**src/rtl/rv32_pkg.sv**
```systemverilog
// rv32_pkg
//   Shared definitions for the rv32 fetch path: default reset PC and bubble
//   instruction, fetch FSM state encodings, the {pc,instr} queue entry type
//   and a word-alignment helper.
package rv32_pkg;

  localparam logic [31:0] RESET_PC_DEFAULT  = 32'h0000_0000;
  localparam logic [31:0] NOP_INSTR_DEFAULT = 32'h0000_0013;  // addi x0,x0,0
  localparam int unsigned BUF_DEPTH_DEFAULT = 2;

  // Fetch FSM encodings
  localparam logic [1:0] FETCH_IDLE  = 2'd0;
  localparam logic [1:0] FETCH_REQ   = 2'd1;
  localparam logic [1:0] FETCH_RSP   = 2'd2;
  localparam logic [1:0] FETCH_DRAIN = 2'd3;

  typedef struct packed {
    logic [31:0] pc;
    logic [31:0] instr;
  } fetch_entry_t;

  // Instruction addresses are always word aligned; low two bits are dropped.
  function automatic logic [31:0] word_align(input logic [31:0] addr);
    return addr & ~32'h0000_0003;
  endfunction

endpackage

```
**src/rtl/instr_fifo.sv**
```systemverilog
// instr_fifo
//   DEPTH-entry queue of {pc,instr} words between instruction memory and the
//   decode register. DEPTH must be a power of two so the pointers wrap freely.
// Ports
//   clk, rst       clock, asynchronous active-high reset
//   push/push_data write one entry (accepted when not full, or when a pop
//                  happens in the same cycle)
//   pop            remove head entry (ignored when empty)
//   flush          discard all entries; wins over push and pop
//   head           current head entry (contents undefined when empty)
//   full, empty    occupancy flags
module instr_fifo
  import rv32_pkg::*;
#(
  parameter int unsigned DEPTH = BUF_DEPTH_DEFAULT
) (
  input  logic         clk,
  input  logic         rst,
  input  logic         push,
  input  fetch_entry_t push_data,
  input  logic         pop,
  input  logic         flush,
  output fetch_entry_t head,
  output logic         full,
  output logic         empty
);

  localparam int unsigned PW = (DEPTH > 1) ? $clog2(DEPTH) : 1;
  localparam int unsigned CW = $clog2(DEPTH) + 1;
  localparam logic [CW-1:0] DEPTH_C = CW'(DEPTH);

  fetch_entry_t  mem_q [DEPTH];
  logic [PW-1:0] wr_ptr_q, wr_ptr_d;
  logic [PW-1:0] rd_ptr_q, rd_ptr_d;
  logic [CW-1:0] count_q, count_d;
  logic          push_en, pop_en;

  assign empty = (count_q == '0);
  assign full  = (count_q == DEPTH_C);

  // A push into a full queue is still fine when the head leaves the same cycle.
  assign pop_en  = pop && !empty && !flush;
  assign push_en = push && !flush && (!full || pop_en);

  assign head = mem_q[rd_ptr_q];

  always_comb begin
    wr_ptr_d = wr_ptr_q;
    rd_ptr_d = rd_ptr_q;
    count_d  = count_q;
    if (flush) begin
      wr_ptr_d = '0;
      rd_ptr_d = '0;
      count_d  = '0;
    end else begin
      if (push_en) wr_ptr_d = wr_ptr_q + PW'(1);
      if (pop_en)  rd_ptr_d = rd_ptr_q + PW'(1);
      if (push_en && !pop_en)      count_d = count_q + CW'(1);
      else if (!push_en && pop_en) count_d = count_q - CW'(1);
    end
  end

  always_ff @(posedge clk or posedge rst) begin
    if (rst) begin
      wr_ptr_q <= '0;
      rd_ptr_q <= '0;
      count_q  <= '0;
    end else begin
      wr_ptr_q <= wr_ptr_d;
      rd_ptr_q <= rd_ptr_d;
      count_q  <= count_d;
    end
  end

  // Storage needs no reset: entries are only visible through count_q.
  always_ff @(posedge clk) begin
    if (push_en) mem_q[wr_ptr_q] <= push_data;
  end

endmodule

```
**src/rtl/fetch_stage.sv**
```systemverilog
// fetch_stage
//   rv32 instruction fetch. Owns the PC, keeps at most one request outstanding
//   to instruction memory, queues returned words in instr_fifo and loads the
//   fetch->decode register.
// Ports
//   clk, rst                 clock, asynchronous active-high reset
//   pc_sel, br_target        redirect the PC (low two target bits ignored)
//   false_path               wrong path: flush queue, in-flight fetch, decode reg
//   stall                    hold decode register and queue head
//   imem_req/addr/gnt        request channel to instruction memory
//   imem_rvalid/rdata        response channel (one response per grant)
//   instr_fetch, pc_fetch    queue head (NOP_INSTR / 0 when empty)
//   instr_de, pc_de, pc_4_de decode register contents
//   valid_de                 decode register holds a real instruction
module fetch_stage
  import rv32_pkg::*;
#(
  parameter logic [31:0] RESET_PC  = RESET_PC_DEFAULT,
  parameter logic [31:0] NOP_INSTR = NOP_INSTR_DEFAULT,
  parameter int unsigned BUF_DEPTH = BUF_DEPTH_DEFAULT
) (
  input  logic        clk,
  input  logic        rst,
  input  logic        pc_sel,
  input  logic        false_path,
  input  logic        stall,
  input  logic [31:0] br_target,
  output logic        imem_req,
  output logic [31:0] imem_addr,
  input  logic        imem_gnt,
  input  logic        imem_rvalid,
  input  logic [31:0] imem_rdata,
  output logic [31:0] instr_fetch,
  output logic [31:0] pc_fetch,
  output logic [31:0] instr_de,
  output logic [31:0] pc_de,
  output logic [31:0] pc_4_de,
  output logic        valid_de
);

  logic [1:0]   state_q, state_d;
  logic [31:0]  pc_q, pc_d;
  logic [31:0]  pc_req_q, pc_req_d;
  logic [31:0]  instr_de_q, instr_de_d;
  logic [31:0]  pc_de_q, pc_de_d;
  logic         valid_de_q, valid_de_d;

  logic         kill;
  logic         push, pop;
  logic         fifo_full, fifo_empty;
  fetch_entry_t fifo_head, push_data;

  // Either a redirect or a wrong-path flush invalidates the in-flight word.
  assign kill = pc_sel | false_path;

  // Only one request can be outstanding, so in REQ nothing is in flight and
  // a free queue slot is enough to guarantee room for the response.
  assign imem_req  = (state_q == FETCH_REQ) && !fifo_full;
  assign imem_addr = pc_q;

  assign push_data.pc    = pc_req_q;
  assign push_data.instr = imem_rdata;

  assign pop = !stall && !false_path && !fifo_empty;

  instr_fifo #(
    .DEPTH (BUF_DEPTH)
  ) u_instr_fifo (
    .clk       (clk),
    .rst       (rst),
    .push      (push),
    .push_data (push_data),
    .pop       (pop),
    .flush     (false_path),
    .head      (fifo_head),
    .full      (fifo_full),
    .empty     (fifo_empty)
  );

  // Fetch FSM and PC. A grant that coincides with a kill is still owed a
  // response by memory, so DRAIN swallows it before the next request.
  always_comb begin
    state_d  = state_q;
    pc_d     = pc_q;
    pc_req_d = pc_req_q;
    push     = 1'b0;
    if (pc_sel) pc_d = word_align(br_target);
    case (state_q)
      FETCH_IDLE: state_d = FETCH_REQ;
      FETCH_REQ: begin
        if (imem_req && imem_gnt) begin
          pc_req_d = pc_q;
          if (!pc_sel) pc_d = pc_q + 32'd4;
          state_d = kill ? FETCH_DRAIN : FETCH_RSP;
        end
      end
      FETCH_RSP: begin
        if (imem_rvalid) begin
          push    = !kill;
          state_d = FETCH_REQ;
        end else if (kill) begin
          state_d = FETCH_DRAIN;
        end
      end
      FETCH_DRAIN: begin
        if (imem_rvalid) state_d = FETCH_REQ;
      end
      default: state_d = FETCH_IDLE;
    endcase
  end

  // Decode register: flush beats stall; otherwise load the head or a bubble.
  always_comb begin
    instr_de_d = instr_de_q;
    pc_de_d    = pc_de_q;
    valid_de_d = valid_de_q;
    if (false_path) begin
      instr_de_d = NOP_INSTR;
      valid_de_d = 1'b0;
    end else if (!stall) begin
      if (!fifo_empty) begin
        instr_de_d = fifo_head.instr;
        pc_de_d    = fifo_head.pc;
        valid_de_d = 1'b1;
      end else begin
        instr_de_d = NOP_INSTR;
        valid_de_d = 1'b0;
      end
    end
  end

  always_ff @(posedge clk or posedge rst) begin
    if (rst) begin
      state_q    <= FETCH_IDLE;
      pc_q       <= word_align(RESET_PC);
      pc_req_q   <= '0;
      instr_de_q <= NOP_INSTR;
      pc_de_q    <= '0;
      valid_de_q <= 1'b0;
    end else begin
      state_q    <= state_d;
      pc_q       <= pc_d;
      pc_req_q   <= pc_req_d;
      instr_de_q <= instr_de_d;
      pc_de_q    <= pc_de_d;
      valid_de_q <= valid_de_d;
    end
  end

  assign instr_fetch = fifo_empty ? NOP_INSTR : fifo_head.instr;
  assign pc_fetch    = fifo_empty ? 32'd0 : fifo_head.pc;
  assign instr_de    = instr_de_q;
  assign pc_de       = pc_de_q;
  assign pc_4_de     = pc_de_q + 32'd4;
  assign valid_de    = valid_de_q;

endmodule
```
**config.mk**
```make
export PLATFORM = sky130hd
export DESIGN_NAME = fetch_stage
export DESIGN_NICKNAME = d
export VERILOG_FILES = /design/src/rtl/rv32_pkg.sv /design/src/rtl/instr_fifo.sv /design/src/rtl/fetch_stage.sv
export SDC_FILE = /design/constraint.sdc
export NUM_CORES = 1
export LEC_CHECK = 0
export ABC_AREA = 1
export CAP_MARGIN = 10
export CORE_ASPECT_RATIO = 0.7
export CORE_MARGIN = 2
export CORE_UTILIZATION = 51
export DETAILED_ROUTE_END_ITERATION = 10
export GPL_ROUTABILITY_DRIVEN = 0
export PLACE_DENSITY = 0.81
export SLEW_MARGIN = 20
export SYNTH_ARGS = -nofsm -noshare
export SYNTH_HDL_FRONTEND = slang
export SYNTH_SLANG_ARGS = --single-unit
```
**constraint.sdc**
```tcl
create_clock -name clk -period 5.11 [get_ports clk]
set_input_delay 0.7665 -clock clk [delete_from_list [all_inputs] [get_ports clk]]
set_output_delay 0.7665 -clock clk [all_outputs]
set_load 0.03 [all_outputs]
```
# Word-level counts from Yosys, hierarchy flattened
# Memory sizes are Yosys's and may differ from the RTL's.
# Cells that the tools add are included.
totals:
  reg_bits: 135
  ramBits: 128
  inputBits: 71
  out_inout_bits: 194
  word_cells: 82
  n_memories: 1
classes:
  add_sub_neg: 6
  eq_ne: 8
  n_mux: 28
  bitwise_logic: 4
  reduce_logical: 26
memory_table:
  columns: ["name", "depth", "word_bits", "read_ports", "rd_ports_with_merged_regs", "wr", "line", "text"]
  rows:
  - ["u_instr_fifo.mem_q", 2, 64, 1, 0, 1, "instr_fifo.sv:32", "fetch_entry_t mem_q [DEPTH];"]
op_table:
  columns: ["operator", "count"]
  rows:
  - ["32-bit two-way mux", 8]
  - ["32-bit by 3-bit adder with 32-bit output, second input constant", 2]
  - ["2-bit two-way mux", 7]
  - ["1-bit two-way mux", 12]
  - ["1-bit logical AND", 10]
  - ["2-bit one-hot mux with 4 select lines", 1]
  - ["1-bit logical NOT", 7]
  - ["2-bit equality test, second input constant", 3]
  - ["3-bit AND reduction", 2]
  - ["2-bit logical NOT", 2]
  - ["2-bit inequality test, second input constant", 2]
  - ["2-bit nonzero test", 2]
  - ["3-bit inequality test, second input constant", 1]
  - ["1-bit NOT", 3]
  - ["3-bit nonzero test", 1]
  - ["1-bit adder, second input constant", 2]
  - ["2-bit by 1-bit adder with 2-bit output, second input constant", 1]
  - ["2-bit by 1-bit equality test with 1-bit output, second input constant", 1]
  - ["2-bit by 1-bit inequality test with 1-bit output, second input constant", 1]
  - ["2-bit AND reduction", 1]
  - ["2-bit by 1-bit subtractor with 2-bit output, second input constant", 1]
  - ["1-bit logical OR", 1]
  - ["1-bit bitwise OR", 1]

# Depth between registers and ports, before layout
depth:
  word_depth: 12
  mapped_depth: 10

# Modules after synthesis
# Synthesis repeated with hierarchy kept, for this count alone.
hier_totals:
  hier_cells: 1395
  area_unflattened_um2: 12258.0
modules_own_cells:
  columns: ["module", "instances", "cells_per_inst", "area_per_inst_um2"]
  rows:
  - ["fetch_stage", 1, 1020, 7358.3]
  - ["instr_fifo", 1, 375, 4899.7]

# Worst setup path after synthesis
# Ideal clock, no wire load.
synth_timing:
  path_type: "input to register"
  startpoint: "input port pc_sel"
  endpoint: "memory u_instr_fifo.mem_q[1][0] (netlist name), enable pin"
  setup_time_ns: 0.488
  t_arrival_ns: 4.070
  setup_slack_ns: 0.553
  stages: 6
  n_path_buf: 1
  cell_sequence: "buf_2 -> nor2_1 -> nand3_1 -> a21oi_2 -> inv_1 -> nor2_1"
synth_between:
  elab_chain_len: 8
synth_lines:
  columns: ["item", "line", "text"]
  rows:
  - ["start, declared", "fetch_stage.sv:24", "input logic pc_sel,"]
  - ["1-bit bitwise OR", "fetch_stage.sv:54", "assign kill = pc_sel | false_path;"]
  - ["1-bit logical NOT", "fetch_stage.sv:99", "push = !kill;"]
  - ["1-bit two-way mux", "fetch_stage.sv:98", "if (imem_rvalid) begin"]
  - ["1-bit two-way mux", "fetch_stage.sv:88", "case (state_q)"]
  - ["1-bit logical AND (2 in a row)", "instr_fifo.sv:43", "assign push_en = push && !flush && (!full || pop_en);"]
  - ["1-bit two-way mux", "instr_fifo.sv:77", "if (push_en) mem_q[wr_ptr_q] <= push_data;"]
  - ["1-bit two-way mux (not written as such)", "instr_fifo.sv:77", null]
  - ["end, declared", "instr_fifo.sv:32", null]
# No other way between the ends.

# Worst setup path after layout
layout_timing:
  startpoint: "register u_instr_fifo.count_q[1]"
  endpoint: "output port instr_fetch[29]"
layout_between:
  elab_chain_len: 2
layout_lines:
  columns: ["item", "line", "text"]
  rows:
  - ["start, declared", "instr_fifo.sv:35", "logic [CW-1:0] count_q, count_d;"]
  - ["start signal, assigned", "instr_fifo.sv:71", "count_q <= count_d;"]
  - ["2-bit logical NOT", "instr_fifo.sv:38", "assign empty = (count_q == '0);"]
  - ["32-bit two-way mux", "fetch_stage.sv:150", "assign instr_fetch = fifo_empty ? NOP_INSTR : fifo_head.instr;"]
  - ["end, declared", "fetch_stage.sv:33", "output logic [31:0] instr_fetch,"]
# No other way between the ends.

==> impl_summary.log <==
INFO  metric yosysUniqueCellTypes = 41
INFO  metric clock_tree_from_tritoncts = yes
INFO  metric hpwl_detailed = approximately 22000 microns
INFO  metric timing.critical_path.cells = inv_2, nand2_2, inv_2, buf_4, nor2_1, clkdlybuf4s50_1
INFO  metric synth_edf_count = about 130
INFO  metric multi_input_area = 4080 sq um
INFO  metric grt_setup_unrepaired = no
INFO  metric seq_area_frac_synth = 60.9%
INFO  metric number_of_buffers_between_clock_root_and_the_deepest_sink = 3
INFO  metric finalClockSkew = approximately 15 ps
INFO  metric netlist_instances = about 1200
INFO  metric timing_worst_setup_path_type = flop to primary output
INFO  metric placeableCoreArea = 22700 sq um
INFO  metric ys_ff_latch = around 260
INFO  metric drt.antenna.violating_nets = 0
INFO  metric top_level_ports = approximately 270
INFO  metric syn-mean-instance-area = roughly 9.9 sq um
INFO  metric syn2layout_area_growth = 32.6%
INFO  metric grt_remaining_overflow = 0
INFO  metric tightest_slew = ~900 ps
INFO  metric ir_drop = between 0.3 and 0.4 mV
INFO  metric global_route.usage.total = between 20% and 30%
INFO  metric cts-root-buf = sky130_fd_sc_hd__clkbuf_16
INFO  metric yosys_most_used_dff = sky130_fd_sc_hd__dfrtp_1
INFO  metric critical_path.max_fanout = 43
INFO  metric yosys_warn_count = 0
INFO  metric finalHoldViolCount = 0
INFO  metric end_kind = primary output
INFO  metric critPathSlowestCell = sky130_fd_sc_hd__clkdlybuf4s50_1
INFO  metric post_drt_via_cell_ratio = approximately 5.3
INFO  metric global_route_wire_length_before_repair = ~50000 microns
INFO  metric antenna_violations_before_repair = 0
INFO  metric routed_wirelength = around 31000 microns
INFO  metric ratio_of_total_power_to_cell_area = roughly 560 nW/um^2
INFO  metric maximum_number_of_pins_on_one_net_before_global_route_repair = 105
INFO  metric yosysMostFrequentCell = sky130_fd_sc_hd__nand2_1
INFO  metric r2r_slack = approximately 2500 ps
INFO  metric clock_transition_at_the_register_clock_pins_on_the_worst_setup_and_hold_paths_after_cts = ~70 ps
INFO  metric ctsHtreeMaxLevel = 1
INFO  metric dr_total_vias = 9446
INFO  metric drt-pass1-iter-count = 9
INFO  metric clock_sink_count = approximately 260
INFO  metric drt_first_iter_violations = between 900 and 1000
INFO  metric finalPower = about 8900 uW
INFO  metric synth_top_cell_area_share = between 30% and 40%
INFO  metric register_area = between 7000 and 8000 sq um
INFO  metric cp-start-kind = flop
INFO  metric min_path_type = flop to flop
INFO  metric timing.max_cap.violations = 0
INFO  metric critPathRequiredTime = 4340 ps
INFO  metric post_synth_instance_area = around 12000 sq um
INFO  metric layout_cell_share_with_drive_strength_beyond_1 = between 6 and 7%
INFO  metric n_antenna_cell = 0
INFO  metric drc = 0
INFO  metric initial_core_utilization = between 50 and 60%
INFO  metric layout_min_cycle_time = ~3700 ps
INFO  metric port_buffers = 262
INFO  metric clk_latency = about 520 ps
INFO  metric crit_path_max_incr_delay = 610 ps
INFO  metric synth_common_cells = sky130_fd_sc_hd__nand2_1 (274), sky130_fd_sc_hd__nor2_1 (163), sky130_fd_sc_hd__dfrtp_1 (132)
INFO  metric outcome = finished clean
INFO  metric synthTopCellsByArea = sky130_fd_sc_hd__edfxtp_1 (32%), sky130_fd_sc_hd__dfrtp_1 (28%), sky130_fd_sc_hd__nand2_1 (8.7%)
INFO  metric syn-num-nets = ~1300
INFO  metric totalNegativeSetupSlack = 0 ps
INFO  metric numCtsBuffers = 26
INFO  metric fp.dieW = roughly 190 microns
INFO  metric slew-limit-headroom = 38.6%
INFO  metric critical_path_arrival = between 2000 and 3000 ps
INFO  metric holdBufCountCts = 0
INFO  metric placement_rows = 46
INFO  metric cp_common_cell = sky130_fd_sc_hd__inv_2
INFO  metric total_of_endpoints_with_negative_setup_slack_in_the_final_report = 0
INFO  metric dieArea = 24500 sq um
INFO  metric nFillCells = between 1500 and 2000
INFO  metric final_nets = roughly 1500
INFO  metric async_flop_share = between 50% and 60%
INFO  metric timing.fmax = about 270 MHz
INFO  metric final.period_utilization = 71.7%
INFO  metric cts_resized = 0
INFO  metric die-height = around 130 microns
INFO  metric total_leakage_power = roughly 0.0064 uW
INFO  metric cts_setup_buffers = 0
INFO  metric finalMaxSlewViolations = 0
INFO  metric synth_top_area_cell = sky130_fd_sc_hd__edfxtp_1
INFO  metric first_global_vias = between 9000 and 10000
INFO  metric wl_per_cell = 17.5 microns
-- kinds of logic (layout without fill, tap and decap cells) --
logic type | after synthesis | in the layout | synth area share (%)
xor+xnor | 30 | 30 | 2.22
simple gates | 559 | 559 | 20.2
flops | 263 | 263 | 60.9
mux | 61 | 61 | 5.15
fa+ha+maj | 5 | 5 | 0.528
compound gates | 138 | 138 | 6.13
buf+inv | 141 | 414 | 4.88
-- critical path: cells and delay by family, from the launching register on --
kind	cells	cell delay [ps]
buffers and inverters	4	1690
AND/OR/NAND/NOR	2	200
flip-flops	1	420
-- area by class of cell --
type	count	area share, %
Clock buffer	30	4.37
Clock inverter	18	1.57
Inverter	92	2.23
Multi-Input combinational cell	793	25.9
Sequential cell	263	46.0
Tap cell	312	2.48
Timing Repair Buffer	274	17.4
-- stage by stage --
stage	worst slack, ps	hold WS (ps)	util [%]	instance area [sq um]	instances
after global routing	1260	494	69.1	15700	1782
final	1450	478	69.1	15700	1782
after CTS	1410	476	69.0	15700	1781
after floorplan	553	442	-	11900	1197
after global placement	1850	452	64.9	14800	1733
after detailed placement	1790	458	64.9	14800	1733
-- registers in the layout (all words and copies together), names as in the netlist --
name and flops:
u_instr_fifo.mem_q 128, instr_de 32, u_instr_fifo.count_q 2, valid_de 1, pc_req_q 32, pc_de 32, imem_addr 32, u_instr_fifo.wr_ptr_q 1
state_q 2, u_instr_fifo.rd_ptr_q 1
-- layout by cell type (no fill, tap or decap), types with 3 or more instances in the layout --
master | Yosys | layout
sky130_fd_sc_hd__edfxtp_1 | 128 | 128
sky130_fd_sc_hd__a21oi_1 | 7 | 7
sky130_fd_sc_hd__clkinv_1 | 1 | 4
sky130_fd_sc_hd__nand2_1 | 274 | 274
sky130_fd_sc_hd__o211ai_1 | 3 | 3
sky130_fd_sc_hd__nand3b_1 | 6 | 6
sky130_fd_sc_hd__nor2_4 | 5 | 7
sky130_fd_sc_hd__clkbuf_1 | 20 | 3
sky130_fd_sc_hd__dfstp_2 | 3 | 3
sky130_fd_sc_hd__clkbuf_16 | 0 | 27
sky130_fd_sc_hd__nor2_1 | 163 | 160
sky130_fd_sc_hd__bufinv_16 | 0 | 6
sky130_fd_sc_hd__nor2_2 | 10 | 11
sky130_fd_sc_hd__clkinv_2 | 0 | 5
sky130_fd_sc_hd__dfrtp_1 | 132 | 131
sky130_fd_sc_hd__o22a_1 | 3 | 3
sky130_fd_sc_hd__inv_1 | 89 | 88
sky130_fd_sc_hd__xnor2_1 | 9 | 9
sky130_fd_sc_hd__buf_4 | 6 | 10
sky130_fd_sc_hd__ha_1 | 5 | 5
sky130_fd_sc_hd__mux2i_1 | 61 | 61
sky130_fd_sc_hd__nand4_1 | 11 | 11
sky130_fd_sc_hd__nand3_1 | 58 | 58
sky130_fd_sc_hd__xor2_1 | 21 | 21
sky130_fd_sc_hd__o21ai_1 | 5 | 5
sky130_fd_sc_hd__inv_2 | 2 | 3
sky130_fd_sc_hd__clkdlybuf4s50_1 | 0 | 261
sky130_fd_sc_hd__nor3_1 | 12 | 12
sky130_fd_sc_hd__o21ai_0 | 113 | 113
sky130_fd_sc_hd__nand2_2 | 11 | 10
-- routing by layer --
| metal | global-route usage (%) | vias to the layer above | wire length [microns] |
|---|---|---|---|
| li1 | - | 4483 | - |
| met2 | 38.6 | 442 | 13700 |
| met1 | 37.8 | 4449 | 13800 |
| met3 | 5.68 | 72 | 2930 |
| met4 | 6.78 | 0 | 863 |
| met5 | 0 | - | 0 |
-- final timing paths --
check / startpoint / end / cells past startpoint
max: u_instr_fifo.count_q[1] / instr_fetch[29] / 6
min: pc_req_q[5] / u_instr_fifo.mem_q[1][37] / 0
max reg2reg: state_q[1] / imem_addr[31] / 8
min reg2reg: pc_req_q[5] / u_instr_fifo.mem_q[1][37] / 0
max in group asynchronous: rst / pc_de[13] / 4
min in group asynchronous: rst / imem_addr[5] / 2
-- report_power, final --
group / internal [uW] / switching, uW
registers: 2650 / 539
clock network: 1270 / 792
logic: 1370 / 2240
total: 5290 / 3570
(Power assumes the default switching activity.)
